**src/rtl/sobel_frame_ctrl.sv**
```systemverilog
// Frame/line sequencer for the Sobel chain: pixel/line counting, prime gating and flush-line
// injection. Optional statistics outputs are enabled by defining SOBEL_FRAME_CTRL_STATS_EN.
module sobel_frame_ctrl #(
  parameter int unsigned H_ACTIVE    = 1280,
  parameter int unsigned V_ACTIVE    = 720,
  parameter int unsigned PRIME_LINES = 2,
  parameter int unsigned H_GAP       = 16,
  parameter int unsigned CNT_W       = 12
) (
  input  logic             clk,
  input  logic             rst,
  input  logic             dv_i,
  input  logic             vs_i,
  output logic             dv_o,
  output logic             line_end_o,
  output logic             frame_start_o,
  output logic             conv_en_o,
  output logic             border_o,
  output logic [CNT_W-1:0] pix_cnt_o,
  output logic [CNT_W-1:0] line_cnt_o,
  output logic [1:0]       state_o,
  output logic             err_o
`ifdef SOBEL_FRAME_CTRL_STATS_EN
  ,
  output logic [15:0]      frame_cnt_o,
  output logic [7:0]       drop_cnt_o
`endif
);

  typedef enum logic [1:0] {
    StIdle  = 2'b00,
    StPrime = 2'b01,
    StRun   = 2'b10,
    StFlush = 2'b11
  } state_e;

  localparam logic [CNT_W-1:0] HAct     = CNT_W'(H_ACTIVE);
  localparam logic [CNT_W-1:0] HLast    = CNT_W'(H_ACTIVE - 1);
  localparam logic [CNT_W-1:0] VAct     = CNT_W'(V_ACTIVE);
  localparam logic [CNT_W-1:0] VLast    = CNT_W'(V_ACTIVE - 1);
  localparam logic [CNT_W-1:0] PrimeCnt = CNT_W'(PRIME_LINES);
  localparam logic [CNT_W-1:0] FlushEnd = CNT_W'(V_ACTIVE + PRIME_LINES);
  localparam logic [CNT_W-1:0] GapCnt   = CNT_W'(H_GAP);
  localparam logic [CNT_W-1:0] PixMax   = '1;

  state_e           state_q, state_d;
  logic             vs_q;
  logic             vs_rise;
  logic             syn_on_q, syn_on_d;
  logic [CNT_W-1:0] syn_cnt_q, syn_cnt_d;
  logic             dv_d, le_d, conv_d, border_d, err_d;
  logic [CNT_W-1:0] pix_d, line_d, completed, row;

  always_comb begin
    vs_rise   = vs_i & ~vs_q;
    syn_on_d  = syn_on_q;
    syn_cnt_d = syn_cnt_q;
    dv_d      = 1'b0;
    case (state_q)
      StPrime, StRun: dv_d = dv_i;
      StFlush: begin
        // Synthetic line: H_GAP low cycles (line-end cycle included), then H_ACTIVE beats.
        if (syn_on_q) begin
          if (syn_cnt_q == HAct) begin
            syn_on_d  = 1'b0;
            syn_cnt_d = CNT_W'(1);
          end else begin
            dv_d      = 1'b1;
            syn_cnt_d = syn_cnt_q + 1'b1;
          end
        end else if (syn_cnt_q == GapCnt) begin
          dv_d      = 1'b1;
          syn_on_d  = 1'b1;
          syn_cnt_d = CNT_W'(1);
        end else begin
          syn_cnt_d = syn_cnt_q + 1'b1;
        end
        if (vs_rise) dv_d = 1'b0;
      end
      default: dv_d = 1'b0;
    endcase

    le_d      = dv_o & ~dv_d;
    completed = line_cnt_o + 1'b1;

    state_d = state_q;
    if (le_d) begin
      case (state_q)
        StPrime: if (completed == PrimeCnt) state_d = StRun;
        StRun:   if (completed == VAct) state_d = StFlush;
        StFlush: if (completed == FlushEnd) state_d = StIdle;
        default: state_d = state_q;
      endcase
    end
    if (state_q == StRun && state_d == StFlush) begin
      syn_on_d  = 1'b0;
      syn_cnt_d = CNT_W'(1);
    end
    if (vs_rise) state_d = StPrime;

    if (vs_rise || le_d) begin
      pix_d = '0;
    end else if (dv_d && dv_o) begin
      pix_d = (pix_cnt_o == PixMax) ? pix_cnt_o : pix_cnt_o + 1'b1;
    end else if (dv_d) begin
      pix_d = '0;
    end else begin
      pix_d = pix_cnt_o;
    end

    if (vs_rise)   line_d = '0;
    else if (le_d) line_d = completed;
    else           line_d = line_cnt_o;

    if (vs_rise) begin
      err_d = 1'b0;
    end else begin
      err_d = err_o | (le_d & (pix_cnt_o != HLast)) | ((state_q == StFlush) & dv_i);
    end

    conv_d   = dv_d & ~vs_rise & ((state_q == StRun) | (state_q == StFlush));
    row      = line_d - PrimeCnt;
    border_d = conv_d & ((pix_d == '0) | (pix_d == HLast) | (row == '0) | (row == VLast));
  end

  always_ff @(posedge clk or negedge rst) begin
    if (!rst) begin
      state_q       <= StIdle;
      vs_q          <= 1'b0;
      syn_on_q      <= 1'b0;
      syn_cnt_q     <= '0;
      dv_o          <= 1'b0;
      line_end_o    <= 1'b0;
      frame_start_o <= 1'b0;
      conv_en_o     <= 1'b0;
      border_o      <= 1'b0;
      pix_cnt_o     <= '0;
      line_cnt_o    <= '0;
      err_o         <= 1'b0;
    end else begin
      state_q       <= state_d;
      vs_q          <= vs_i;
      syn_on_q      <= syn_on_d;
      syn_cnt_q     <= syn_cnt_d;
      dv_o          <= dv_d;
      line_end_o    <= le_d;
      frame_start_o <= vs_rise;
      conv_en_o     <= conv_d;
      border_o      <= border_d;
      pix_cnt_o     <= pix_d;
      line_cnt_o    <= line_d;
      err_o         <= err_d;
    end
  end

  assign state_o = state_q;

`ifdef SOBEL_FRAME_CTRL_STATS_EN
  always_ff @(posedge clk or negedge rst) begin
    if (!rst) begin
      frame_cnt_o <= '0;
      drop_cnt_o  <= '0;
    end else begin
      if (state_q == StFlush && state_d == StIdle) frame_cnt_o <= frame_cnt_o + 1'b1;
      if (vs_rise && state_q != StIdle && drop_cnt_o != 8'hFF) drop_cnt_o <= drop_cnt_o + 1'b1;
    end
  end
`endif

endmodule

```
**config.mk**
```make
export PLATFORM = sky130hd
export DESIGN_NAME = sobel_frame_ctrl
export DESIGN_NICKNAME = d
export VERILOG_FILES = /design/src/rtl/sobel_frame_ctrl.sv
export SDC_FILE = /design/constraint.sdc
export NUM_CORES = 1
export LEC_CHECK = 0
export CORE_MARGIN = 5
export CORE_UTILIZATION = 30
export DETAILED_ROUTE_END_ITERATION = 8
export GPL_TIMING_DRIVEN = 1
export SLEW_MARGIN = 20
export SYNTH_ARGS = -nofsm -noshare
export SYNTH_HDL_FRONTEND = slang
export SYNTH_SLANG_ARGS = --single-unit
export TNS_END_PERCENT = 100
```
**constraint.sdc**
```tcl
create_clock -name clk -period 10.1 [get_ports clk]
set_clock_uncertainty 0.15 [all_clocks]
set_input_delay 2.02 -clock clk [delete_from_list [all_inputs] [get_ports clk]]
set_output_delay 2.02 -clock clk [all_outputs]
set_load 0.01 [all_outputs]
```
=== Yosys cells after proc, flatten, opt, wreduce, memory -nomap -nowiden ===
Index checks and enable logic that the tools add are counted.

* Bits in registers: 46
* Bits of input ports: 4
* Output and inout port bits: 32

* Add/sub/neg operators: 4
* Eq/ne operators: 13
* Multiplexer cells: 25
* Bitwise operators: 16
* Reduce and logical (&&, ||, !) cells: 7

{| class="wikitable"
|+ Operators by type and width
! operator !! count
|-
| $mux 12 || 11
|-
| $add 12x1->12 const B || 3
|-
| $eq 12x10->1 const B || 3
|-
| $eq 12x11->1 const B || 2
|-
| $logic_not 12->1 || 2
|-
| $eq 12x12->1 const B || 1
|-
| $eq 12x2->1 const B || 1
|-
| $eq 12x5->1 const B || 1
|-
| $ne 12x11->1 const B || 1
|-
| $sub 12x2->12 const B || 1
|-
| $mux 2 || 5
|-
| $and 1x1->1 || 7
|-
| $mux 1 || 7
|-
| $eq 2x2->1 const B || 3
|-
| $or 1x1->1 || 6
|-
| $pmux 2 s3 || 1
|-
| $not 1->1 || 3
|-
| $eq 2x1->1 const B || 1
|-
| $logic_and 1x1->1 || 2
|-
| $pmux 1 s2 || 1
|-
| $reduce_bool 2->1 || 1
|-
| $reduce_or 2->1 || 1
|-
| $logic_or 1x1->1 || 1
|}

=== Logic depth before layout (Yosys ltp) ===
* Depth in word-level cells: 14
* Depth in mapped cells: 15
* Depth with buffers taken out: 14

=== Worst setup path after synthesis ===
OpenSTA, ideal clock, no wires.

* Kind: in2reg
* From: input port vs_i
* To: register border_o
* Arrival: 4.691 ns
* Setup slack: 5.156 ns
* Cell stages on the path: 13
* Path through: nand2b_1 -> nand3_1 -> o21a_1 -> a21oi_2 -> inv_2 -> buf_2 -> a211o_1 -> ha_1 -> o211ai_1 -> or4_1 -> mux2i_1 -> o21ai_1 -> o41ai_2

* Longest elaborated chain between the ends: 12

{| class="wikitable"
|+ Ends and longest elaborated chain
! element !! RTL line !! RTL
|-
| start, declared || 13 || <nowiki>input logic vs_i,</nowiki>
|-
| $and 1x1->1 (*) || 55 || <nowiki>vs_rise = vs_i & ~vs_q;</nowiki>
|-
| $mux 1 (*) || 78 || <nowiki>if (vs_rise) dv_d = 1'b0;</nowiki>
|-
| $pmux 1 s2 (*) || 59 || <nowiki>case (state_q)</nowiki>
|-
| $not 1->1 (*) || 83 || <nowiki>le_d = dv_o & ~dv_d;</nowiki>
|-
| $and 1x1->1 (*) || 83 ||
|-
| via le_d || 51 || <nowiki>logic dv_d, le_d, conv_d, border_d, err_d;</nowiki>
|-
| $mux 12 / $logic_or 1x1->1 (equally long branches) || 112, 101 ||
|-
| $mux 12, on equally long branches || 111, 101 ||
|-
| $sub 12x2->12, or another cell as far along || 122 || <nowiki>row = line_d - PrimeCnt;</nowiki>
|-
| $logic_not 12->1 / $or 1x1->1 (equally long branches) || 123 || <nowiki>border_d = conv_d & ((pix_d == '0) | (pix_d == HLast) | (row == '0) | (row == VLast));</nowiki>
|-
| $or 1x1->1 || 123 ||
|-
| $or 1x1->1 (*) || 123 ||
|-
| $and 1x1->1 (*) || 123 ||
|-
| via border_d || 51 ||
|-
| end signal, assigned || 149 || <nowiki>border_o <= border_d;</nowiki>
|-
| end, declared || 18 || <nowiki>output logic border_o,</nowiki>
|}

The timed path passes the listed nets; every way through them passes the cells marked *.
A chain may end at the register's enable or synchronous reset.

=== Worst setup path in the final report ===
* From: input port vs_i
* To: register border_o

* Longest elaborated chain between the ends: 12

{| class="wikitable"
|+ Ends and longest elaborated chain
! element !! RTL line
|-
| $and 1x1->1 (*) || 55
|-
| $mux 1 || 78
|-
| $pmux 1 s2 || 59
|-
| $not 1->1 || 83
|-
| $and 1x1->1 || 83
|-
| $mux 12 / $logic_or 1x1->1 (equally long branches) || 112, 101
|-
| $mux 12, on equally long branches || 111, 101
|-
| $sub 12x2->12, or another cell as far along || 122
|-
| $logic_not 12->1 / $or 1x1->1 (equally long branches) || 123
|-
| $or 1x1->1 (2 in series) || 123
|-
| $and 1x1->1 (*) || 123
|-
| via border_d || 51
|}

Marked as above.

==> flow_metrics.env <==
export IMPL_dieArea_mm2=0.0133
export IMPL_grt_pass1_wl_um=15000
export IMPL_worstSetupEndpointType="flip-flop"
export IMPL_final_cell_mix="dfrtp_1, nor2_1, clkdlybuf4s50_1"
export IMPL_cp_slowest_stage_delay_ns=0.53
export IMPL_start_util_pct=30.7
export IMPL_dieHeight_um=115
export IMPL_synth_area_leader_cell="dfrtp_1"
export IMPL_drt_iter0_markers=232
export IMPL_leakagePower_nw=1.49
export IMPL_synth_edf_count=0
export IMPL_seqPwrFrac_pct=38.0
export IMPL_power_switching_mw=0.346
export IMPL_fin_crit_ns=5.74
export IMPL_final_common_cell="dfrtp_1"
export IMPL_grt_remaining_overflow=0
export IMPL_hpwl_um=6600
export IMPL_ir_drop_uv=78.0
export IMPL_worst_pin_slew_ns=0.751
export IMPL_cpMaxStageDelayCell="or4_1"
export IMPL_outcome="complete, no violations"
export IMPL_cts_sinks=46
export IMPL_clock_latency_ns=0.30
export IMPL_intPower_mw=0.451
export IMPL_tns_ns=0
export IMPL_clk_pin_slew_ns=0.09
export IMPL_port_buffers=35
export IMPL_ys_flop_type="dfrtp_1"
export IMPL_grt_max_degree=47
export IMPL_max_slew_margin_rel_pct=48.6
export IMPL_rows=38
export IMPL_power_density_mw_per_mm2=206
export IMPL_syn_num_nets=423
export IMPL_ios=36
export IMPL_vias=3127
export IMPL_finalCritPeriodShare_pct=56.8
export IMPL_finalSetupViolations=0
export IMPL_ys_warn_count=0
export IMPL_hp_class="flip-flop to flip-flop"
export IMPL_area_growth_pct=16.6
export IMPL_maxCapViolations=0
export IMPL_synthArstFlopShare_pct=100
export IMPL_synth_area_leaders="dfrtp_1, nor2_1, xnor2_1"
export IMPL_hold_viol_final=0
export IMPL_dr_pass1_iters=4
export IMPL_cts_root_buf="clkbuf_8"
export IMPL_combPwrFrac_pct=44.8
export IMPL_pwr_share_clk_pct=17.2
export IMPL_fmax_mhz=174
export IMPL_cp_cell_sequence="clkdlybuf4s50_1, nand2b_1, nand3_1, o21a_1, a21oi_2, inv_2, a211o_1, ha_1, o211ai_1, or4_1, mux2i_1, o21ai_1, o41ai_2"
export IMPL_cts_buffers=5
export IMPL_nNetsFinal=445
export IMPL_clock_path_buffers=2
export IMPL_place_area_mm2=0.00376
export IMPL_diodes=0
export IMPL_layout_area_seq_mm2=0.00115
export IMPL_multiInputGateArea_mm2=0.00199
export IMPL_coreArea_mm2=0.0108
export IMPL_startpoint_type="input port"
export IMPL_post_cts_repair_setup_buffers=0
export IMPL_cp_data_required_time_ns=10.16
export IMPL_netlist_instances=408
export IMPL_synth_area_per_cell_um2=8.15
export IMPL_cts_tree="done"
export IMPL_track_usage_pct=13.9
export IMPL_path_class="input port to flip-flop"
export IMPL_path_max_fanout=15
export IMPL_grt_pass1_vias=3012
export IMPL_stdcell_area_mm2=0.00388
export IMPL_wire_per_inst_um=15.7
export IMPL_antenna_found_initial=0
export IMPL_rsz0062_at_grt="no"
export IMPL_drc=0
export IMPL_final_antenna_net_count=0
export IMPL_netlist_area_mm2=0.00332
export IMPL_nFillCells=1147
export IMPL_place_gp_congestion=0.838
export IMPL_wl_um=8950
export IMPL_ys_ff_latch=46
export IMPL_hold_buffers=0
export IMPL_ys_types=58
export IMPL_switching_share_pct=43.4
export IMPL_worstPathArrival_ns=5.79
export IMPL_ys_seq_area_share_pct=34.6
export IMPL_synth_top_cell_area_share_pct=34.6
export IMPL_dieWidth_um=115
export IMPL_via_per_inst=5.48
export IMPL_slew_violations=0
export IMPL_cts_resized_gates=0
export IMPL_layout_drive_gt1_share_pct=6.26
export IMPL_h_tree_depth=2
[power groups by stage]
stage	Sequential (mW)	Clock (mW)	Combinational, mW
3_5_place_dp	0.305	0	0.356
4_1_cts	0.302	0.142	0.358
6_report	0.303	0.137	0.357
3_3_place_gp	0.306	0	0.348
5_1_grt	0.313	0.150	0.403
2_1_floorplan	0.286	0	0.256
[worst max-delay path: cells and delay by family]
family          cells  cell delay (ns)
mux                 1             0.15
buf+inv             2             0.63
compound gates      6             1.42
simple gates        3             1.26
fa+ha+maj           1             0.32
[final timing paths]
| check | startpoint | endpoint | slack (ns) | cells past startpoint |
|---|---|---|---|---|
| max in group asynchronous | rst | syn_cnt_q[9] | 7.82 | 1 |
| min | syn_cnt_q[11] | syn_cnt_q[11] | 0.41 | 2 |
| max reg2reg | state_o[1] | border_o | 6.02 | 12 |
| max | vs_i | border_o | 4.36 | 13 |
| min reg2reg | syn_cnt_q[11] | syn_cnt_q[11] | 0.41 | 2 |
| min in group asynchronous | rst | pix_cnt_o[5] | 1.56 | 1 |
[flip-flops by register name, indices dropped and copies added, names as in the netlist]
register / flops
err_o: 1
pix_cnt_o: 12
frame_start_o: 1
line_cnt_o: 12
vs_q: 1
border_o: 1
syn_on_q: 1
conv_en_o: 1
state_o: 2
syn_cnt_q: 12
line_end_o: 1
dv_o: 1
[per-stage QoR]
stage	cells	total power [mW]	setup slack, ns	util [%]	hold slack (ns)
floorplan	408	0.542	5.16	-	0.374
global placement	563	0.654	4.20	34.7	0.399
detailed placement	563	0.661	4.07	34.7	0.395
CTS	571	0.803	4.36	35.7	0.421
global route	571	0.867	3.99	35.8	0.480
finish	571	0.798	4.36	35.8	0.414
[cells in the mapped netlist (all sizes together) (2+ instances only)]
library cell / number
xnor2: 17
and2: 6
nand3: 26
a211o: 3
o21ai: 22
a31oi: 7
nand4: 8
nor4b: 2
o41ai: 2
clkbuf: 12
o22ai: 3
nor4: 9
o211ai: 5
nand2b: 3
buf: 9
and3: 10
o21a: 2
nor3: 17
nor2: 42
nand2: 30
or4: 4
o31ai: 6
a21oi: 23
a21o: 2
dfrtp: 46
ha: 11
and4: 4
inv: 25
a311oi: 2
nor3b: 7
xor2: 6
or3: 7
a211oi: 3
or2: 7
mux2i: 7
[routing by layer]
metal	part of all wire (%)	track usage [%]	up-vias
li1	-	-	1511
met1	46	18.9	1540
met2	48	22.8	66
met3	3.8	2.26	10
met4	1.5	3.99	0
met5	0	0	-
[layout make-up]
cell class / count / share of cell area (%)
well taps: 140 / 4.52
clock buffers: 5 / 1.78
multi-input cells: 316 / 51.4
inverters: 25 / 2.42
clock inverters: 3 / 1.03
repair buffers: 36 / 9.17
flip-flops and latches: 46 / 29.7
[cells by family (layout without fill, tap and decap cells)]
kind of cell / Yosys count / after routing / share of synthesized area (%)
compound gates: 89 / 89 / 18.0
xor+xnor: 23 / 23 / 6.06
fa+ha+maj: 11 / 11 / 4.14
buf+inv: 46 / 69 / 5.46
flops: 46 / 46 / 34.6
mux: 7 / 7 / 2.11
simple gates: 186 / 186 / 29.6
(Power assumes the default switching activity.)
